File: config.mk
export PLATFORM = sky130hd
export DESIGN_NAME = seq_detect_param
export DESIGN_NICKNAME = d
export VERILOG_FILES = /design/src/rtl/seq_detect_pkg.sv /design/src/rtl/seq_detect_param_sat_counter.sv /design/src/rtl/seq_detect_param.sv
export SDC_FILE = /design/constraint.sdc
export NUM_CORES = 1
export LEC_CHECK = 0
export ABC_CLOCK_PERIOD_IN_PS = 3800
export CAP_MARGIN = 5
export CORE_ASPECT_RATIO = 2
export CORE_MARGIN = 2
export CORE_UTILIZATION = 45
export DETAILED_ROUTE_END_ITERATION = 8
export PLACE_DENSITY = 0.69
export SYNTH_ARGS = -nofsm -noshare
export SYNTH_HDL_FRONTEND = slang
export SYNTH_SLANG_ARGS = --single-unit
File: constraint.sdc
create_clock -name clk -period 3.8 [get_ports clk]
set_clock_uncertainty 0.05 [all_clocks]
set_input_delay 0.57 -clock clk [delete_from_list [all_inputs] [get_ports clk]]
set_output_delay 0.57 -clock clk [all_outputs]
set_load 0.1 [all_outputs]
File: src/rtl/seq_detect_pkg.sv
// seq_detect_pkg: shared definitions for the programmable sequence detector.
//   DEFAULT_PATTERN / DEFAULT_LEN : configuration loaded at reset
//   mode_e                        : overlapping / non-overlapping detection
//   len_legal()                   : 1 <= len <= max
package seq_detect_pkg;

    localparam logic [7:0] DEFAULT_PATTERN = 8'b0000_1101;
    localparam int         DEFAULT_LEN     = 4;

    typedef enum logic {
        NON_OVERLAP = 1'b0,
        OVERLAP     = 1'b1
    } mode_e;

    function automatic logic len_legal(input int unsigned len, input int unsigned max);
        if ((len >= 32'd1) && (len <= max)) begin
            return 1'b1;
        end else begin
            return 1'b0;
        end
    endfunction

endpackage

File: src/rtl/seq_detect_param_sat_counter.sv
// sat_counter: W-bit up counter that sticks at all-ones instead of wrapping.
//   clk, rst : clock, asynchronous active-high reset
//   clr      : synchronous clear, wins over inc
//   inc      : count one event this cycle
//   cnt      : registered count value
module sat_counter #(
    parameter int W = 16
) (
    input  logic         clk,
    input  logic         rst,
    input  logic         clr,
    input  logic         inc,
    output logic [W-1:0] cnt
);
    import seq_detect_pkg::*;

    logic [W-1:0] cnt_q;
    logic [W-1:0] cnt_d;

    // Next count: clear first, then saturating increment.
    always_comb begin
        cnt_d = cnt_q;
        if (clr) begin
            cnt_d = '0;
        end else if (inc && (cnt_q != {W{1'b1}})) begin
            cnt_d = cnt_q + {{(W-1){1'b0}}, 1'b1};
        end else begin
            cnt_d = cnt_q;
        end
    end

    // Count register.
    always_ff @(posedge clk or posedge rst) begin
        if (rst) begin
            cnt_q <= '0;
        end else begin
            cnt_q <= cnt_d;
        end
    end

    assign cnt = cnt_q;

endmodule

File: src/rtl/seq_detect_param.sv
// seq_detect_param: run-time programmable serial bit-sequence detector.
//   clk, rst    : clock, asynchronous active-high reset
//   din         : serial bit, sampled when din_valid is high
//   overlap     : 1 = overlapping detection, 0 = restart after each match
//   cfg_we      : load cfg_pattern / cfg_len (a din in the same cycle is dropped)
//   cfg_pattern : pattern, bit [len-1] received first, bit [0] last
//   cfg_len     : pattern length, legal range 1..MAX_LEN
//   cnt_clr     : synchronous clear of match_cnt
//   match       : combinational Mealy match, same cycle as the final bit
//   match_cnt   : saturating match count
//   enabled     : registered, high while the loaded length is legal
module seq_detect_param #(
    parameter int                 MAX_LEN         = 8,
    parameter int                 CNT_W           = 16,
    parameter logic [MAX_LEN-1:0] DEFAULT_PATTERN = MAX_LEN'(seq_detect_pkg::DEFAULT_PATTERN),
    parameter int                 DEFAULT_LEN     = seq_detect_pkg::DEFAULT_LEN,
    localparam int                LEN_W           = $clog2(MAX_LEN + 1)
) (
    input  logic               clk,
    input  logic               rst,
    input  logic               din,
    input  logic               din_valid,
    input  logic               overlap,
    input  logic               cfg_we,
    input  logic [MAX_LEN-1:0] cfg_pattern,
    input  logic [LEN_W-1:0]   cfg_len,
    input  logic               cnt_clr,
    output logic               match,
    output logic [CNT_W-1:0]   match_cnt,
    output logic               enabled
);
    import seq_detect_pkg::*;

    logic [MAX_LEN-1:0] pat_q, pat_d;
    logic [MAX_LEN-1:0] hist_q, hist_d;
    logic [LEN_W-1:0]   len_q, len_d;
    logic [LEN_W-1:0]   fill_q, fill_d;
    logic               enabled_q, enabled_d;

    logic [MAX_LEN:0]   window_s;
    logic [MAX_LEN:0]   mask_s;
    logic               accept_s;
    logic               fill_ok_s;
    logic               hit_s;
    logic               match_s;
    mode_e              mode_s;

    assign mode_s   = mode_e'(overlap);
    assign accept_s = din_valid & ~cfg_we;
    // Current bit sits in bit 0, so the oldest bit of a len-bit window is window[len-1].
    assign window_s = {hist_q, din};

    // Compare mask: the low len bits of the window take part in the match.
    always_comb begin
        mask_s = '0;
        for (int i = 0; i < MAX_LEN; i++) begin
            if (i < int'(len_q)) begin
                mask_s[i] = 1'b1;
            end else begin
                mask_s[i] = 1'b0;
            end
        end
    end

    // fill >= len-1, evaluated one bit wider so len = 0 cannot underflow.
    assign fill_ok_s = ({1'b0, fill_q} + {{LEN_W{1'b0}}, 1'b1}) >= {1'b0, len_q};
    assign hit_s     = ((window_s ^ {1'b0, pat_q}) & mask_s) == '0;
    assign match_s   = accept_s & enabled_q & fill_ok_s & hit_s;
    assign match     = match_s;

    // Next configuration / history / fill.
    always_comb begin
        pat_d     = pat_q;
        len_d     = len_q;
        enabled_d = enabled_q;
        hist_d    = hist_q;
        fill_d    = fill_q;
        if (cfg_we) begin
            pat_d     = cfg_pattern;
            len_d     = cfg_len;
            enabled_d = len_legal(32'(cfg_len), 32'(MAX_LEN));
            fill_d    = '0;
        end else if (accept_s) begin
            hist_d = {hist_q[MAX_LEN-2:0], din};
            if (match_s && (mode_s == NON_OVERLAP)) begin
                // Non-overlapping: the matched bits may not be reused.
                fill_d = '0;
            end else if (fill_q >= LEN_W'(MAX_LEN)) begin
                fill_d = LEN_W'(MAX_LEN);
            end else begin
                fill_d = fill_q + {{(LEN_W-1){1'b0}}, 1'b1};
            end
        end else begin
            fill_d = fill_q;
        end
    end

    // State registers.
    always_ff @(posedge clk or posedge rst) begin
        if (rst) begin
            pat_q     <= DEFAULT_PATTERN;
            len_q     <= LEN_W'(DEFAULT_LEN);
            enabled_q <= len_legal(32'(DEFAULT_LEN), 32'(MAX_LEN));
            hist_q    <= '0;
            fill_q    <= '0;
        end else begin
            pat_q     <= pat_d;
            len_q     <= len_d;
            enabled_q <= enabled_d;
            hist_q    <= hist_d;
            fill_q    <= fill_d;
        end
    end

    assign enabled = enabled_q;

    sat_counter #(
        .W (CNT_W)
    ) u_match_cnt (
        .clk (clk),
        .rst (rst),
        .clr (cnt_clr),
        .inc (match_s),
        .cnt (match_cnt)
    );

endmodule

==> flow_summary.ini <==
[outcome]
status = finished, final reports clean

[sta]
fin_crit_ns = 3.50
clock.fmax_ghz = 0.285
slew_headroom = 0.350
min_period_over_period = 0.922
setup_ws_ns = 0.296
slew_violations = 0
worst_slew_pin_slew_ns = 0.972
setup_violations = 0
grt_setup_unrepaired = no
finalHoldViolCount = 0
finalSetupTns_ns = 0

[clocking]
cts_made_buffers = 5
htree_num_levels = 2
clkLatencyLatePin_ns = 0.30
cts_root_buf = clkbuf_8
cts_tree = done
cts_sinks = 40
cts.hold.buffers_added = 0
cts_buffer_depth = 2
cts_resized = 0
clk_pin_slew_ns = 0.08
post_cts_buffers = 0

[synthesis]
synth_ff_type = dfrtp_1
netlist-cell-type-count = 40
synth_top_cells_by_area = dfrtp_1, mux2_2, dfstp_2
yosys_warnings = 0
seq_area_frac_synth = 0.460
synth_top_area_share = 0.400
ys_ff_latch = 40
syn_area_sq_um = 2190
async_reset_ff_frac = 1.00
synth_nets = 245
netlist_instances = 219
synth_top_cell_by_area = dfrtp_1
syn_avg_cell_area_sq_um = 10.0
synth_edf_count = 0

[drt]
drt-initial-drc-count = 32
wl_per_cell_microns = 14.3
via_per_inst = 5.54
drc_errors = 0
dr_total_vias = 1728
first_pass_iters = 4
drtAntennaViolNets = 0
routed_wl_mm = 4.47

[critical_path]
start_kind = flop
crit_type = reg2out
crit_path_end_kind = output pin
cp_data_required_time_ns = 3.18
worstPathArrival_ns = 2.88
cp_max_fo = 14

[placement]
detailedPlace.worstSlack_ns = 0.590
portBuffers = 36
dp_hpwl_mm = 3.23
gp_congestion = 0.788

[cells_and_area]
nets = 280
layout-drive-gt1-share = 0.157
areaGrowthSynthToFinish_pct = 23.5
diodes = 0
nFillCells = 466

[floorplanning]
fp.dieW_microns = 53.3
core_sq_um = 4770
die_y_microns = 103
rows = 36
start_util = 0.459
boundaryPins = 37
die_area_sq_um = 5470

[worst_hold_path]
min_path_type = reg2reg

[run]
max_cap_violations = 0

[pwr]
powerDensity_nw_per_um2 = 386
p_leak_nw = 1.11
vdd.ir_drop.worst_uv = 277

[global_routing]
grt_pass1_vias = 1716
grt_start_max_net_pins = 26
grt_usage = 0.183
grt_overflow = 0
grt_pass1_wl_mm = 7.63
antenna_found_initial = 0
-- path summary, 6_finish.rpt --
check                          start                  end  slack, ns  cells after the start
max                        fill_q[0]                match       0.30                      9
min                         pat_q[7]             pat_q[7]       0.49                      1
max reg2reg                fill_q[0]  u_match_cnt.cnt[11]       0.58                     10
min reg2reg                 pat_q[7]             pat_q[7]       0.49                      1
min in group asynchronous        rst             pat_q[7]       0.71                      2
max in group asynchronous        rst   u_match_cnt.cnt[5]       2.24                      3
-- Yosys cell counts (2+ instances only) --
master and instances:
or4_1 3, nand3_1 9, clkbuf_2 2, dfstp_2 5
mux2_2 21, a21oi_1 11, nand4_1 5, nor2b_1 8
nand2_1 19, dfrtp_1 35, or3_1 7, nor3_1 6
clkbuf_1 5, xor2_1 3, nor2_1 13, inv_1 8
and3_1 4, xnor2_1 8, mux2i_1 2, o21ai_0 17
nand2b_1 3, ha_1 7
-- worst max-delay path, cell delays in order (launching register included) --
cell and delay, ns:
dfrtp_1 0.46, ha_1 0.28, xor2_1 0.17, ha_1 0.31
nand2_1 0.05, o21ai_0 0.14, a21oi_1 0.08, or4b_1 0.73
inv_1 0.18, buf_12 0.18
-- cell type report --
type                       count  area, sq um  share of cell area
multi-input combinational    160         1090               0.402
sequential                    40         1010               0.372
timing repair buffer          39          393               0.145
tap                           57         71.3              0.0264
clock buffer                   5         68.8              0.0254
clock inverter                 3         46.3              0.0171
inverter                       8         30.0              0.0111
-- metrics by stage --
step / util / cells / hold slack (ns) / area (sq um) / power [mW]
2_1_floorplan: - / 219 / 0.451 / 2190 / 0.642
4_1_cts: 0.567 / 312 / 0.494 / 2710 / 1.06
5_1_grt: 0.567 / 312 / 0.515 / 2710 / 1.09
3_3_place_gp: 0.542 / 304 / 0.463 / 2590 / 0.689
6_report: 0.567 / 312 / 0.491 / 2710 / 1.05
3_5_place_dp: 0.542 / 304 / 0.474 / 2590 / 0.696
-- cell usage in the layout (no fill, tap or decap), types with 4 or more instances in the layout --
| master | n |
|---|---|
| dfrtp_1 | 35 |
| clkdlybuf4s50_1 | 35 |
| mux2_2 | 21 |
| nand2_1 | 19 |
| o21ai_0 | 17 |
| nor2_1 | 13 |
| a21oi_1 | 11 |
| nand3_1 | 9 |
| inv_1 | 8 |
| nor2b_1 | 8 |
| xnor2_1 | 8 |
| or3_1 | 7 |
| ha_1 | 7 |
| nor3_1 | 6 |
| nand4_1 | 5 |
| clkbuf_8 | 5 |
| dfstp_2 | 5 |
| and3_1 | 4 |
-- state kept, by name, indices dropped and copies added (netlist names) --
register / count
enabled: 1
fill_q: 4
hist_q: 7
len_q: 4
pat_q: 8
u_match_cnt.cnt: 16
-- cell families (layout without fill, tap and decap cells) --
kind of cell | count (synthesis) | after routing | share of synthesized area
AO/OA/AOI/OAI | 39 | 39 | 0.108
flip-flops | 40 | 40 | 0.460
multiplexers | 23 | 23 | 0.117
AND/OR/NAND/NOR | 80 | 80 | 0.188
adder cells (fa/ha/maj) | 7 | 7 | 0.0400
XOR/XNOR | 11 | 11 | 0.0440
buffers and inverters | 19 | 55 | 0.0429
-- per-layer routing --
layer / vias to the layer above / GRT usage / wire length [microns]
li1: 848 / - / -
met1: 842 / 0.241 / 1990
met3: 6 / 0.0319 / 140
met2: 32 / 0.297 / 2270
met5: - / 0 / 0
met4: 0 / 0.0631 / 62
-- where the power goes --
group / internal, mW / leakage (nW) / switching, mW
clock network: 0.198 / 0.0548 / 0.160
logic: 0.0956 / 0.545 / 0.0772
registers: 0.473 / 0.509 / 0.0412
Power figures use the tool's default switching activity.
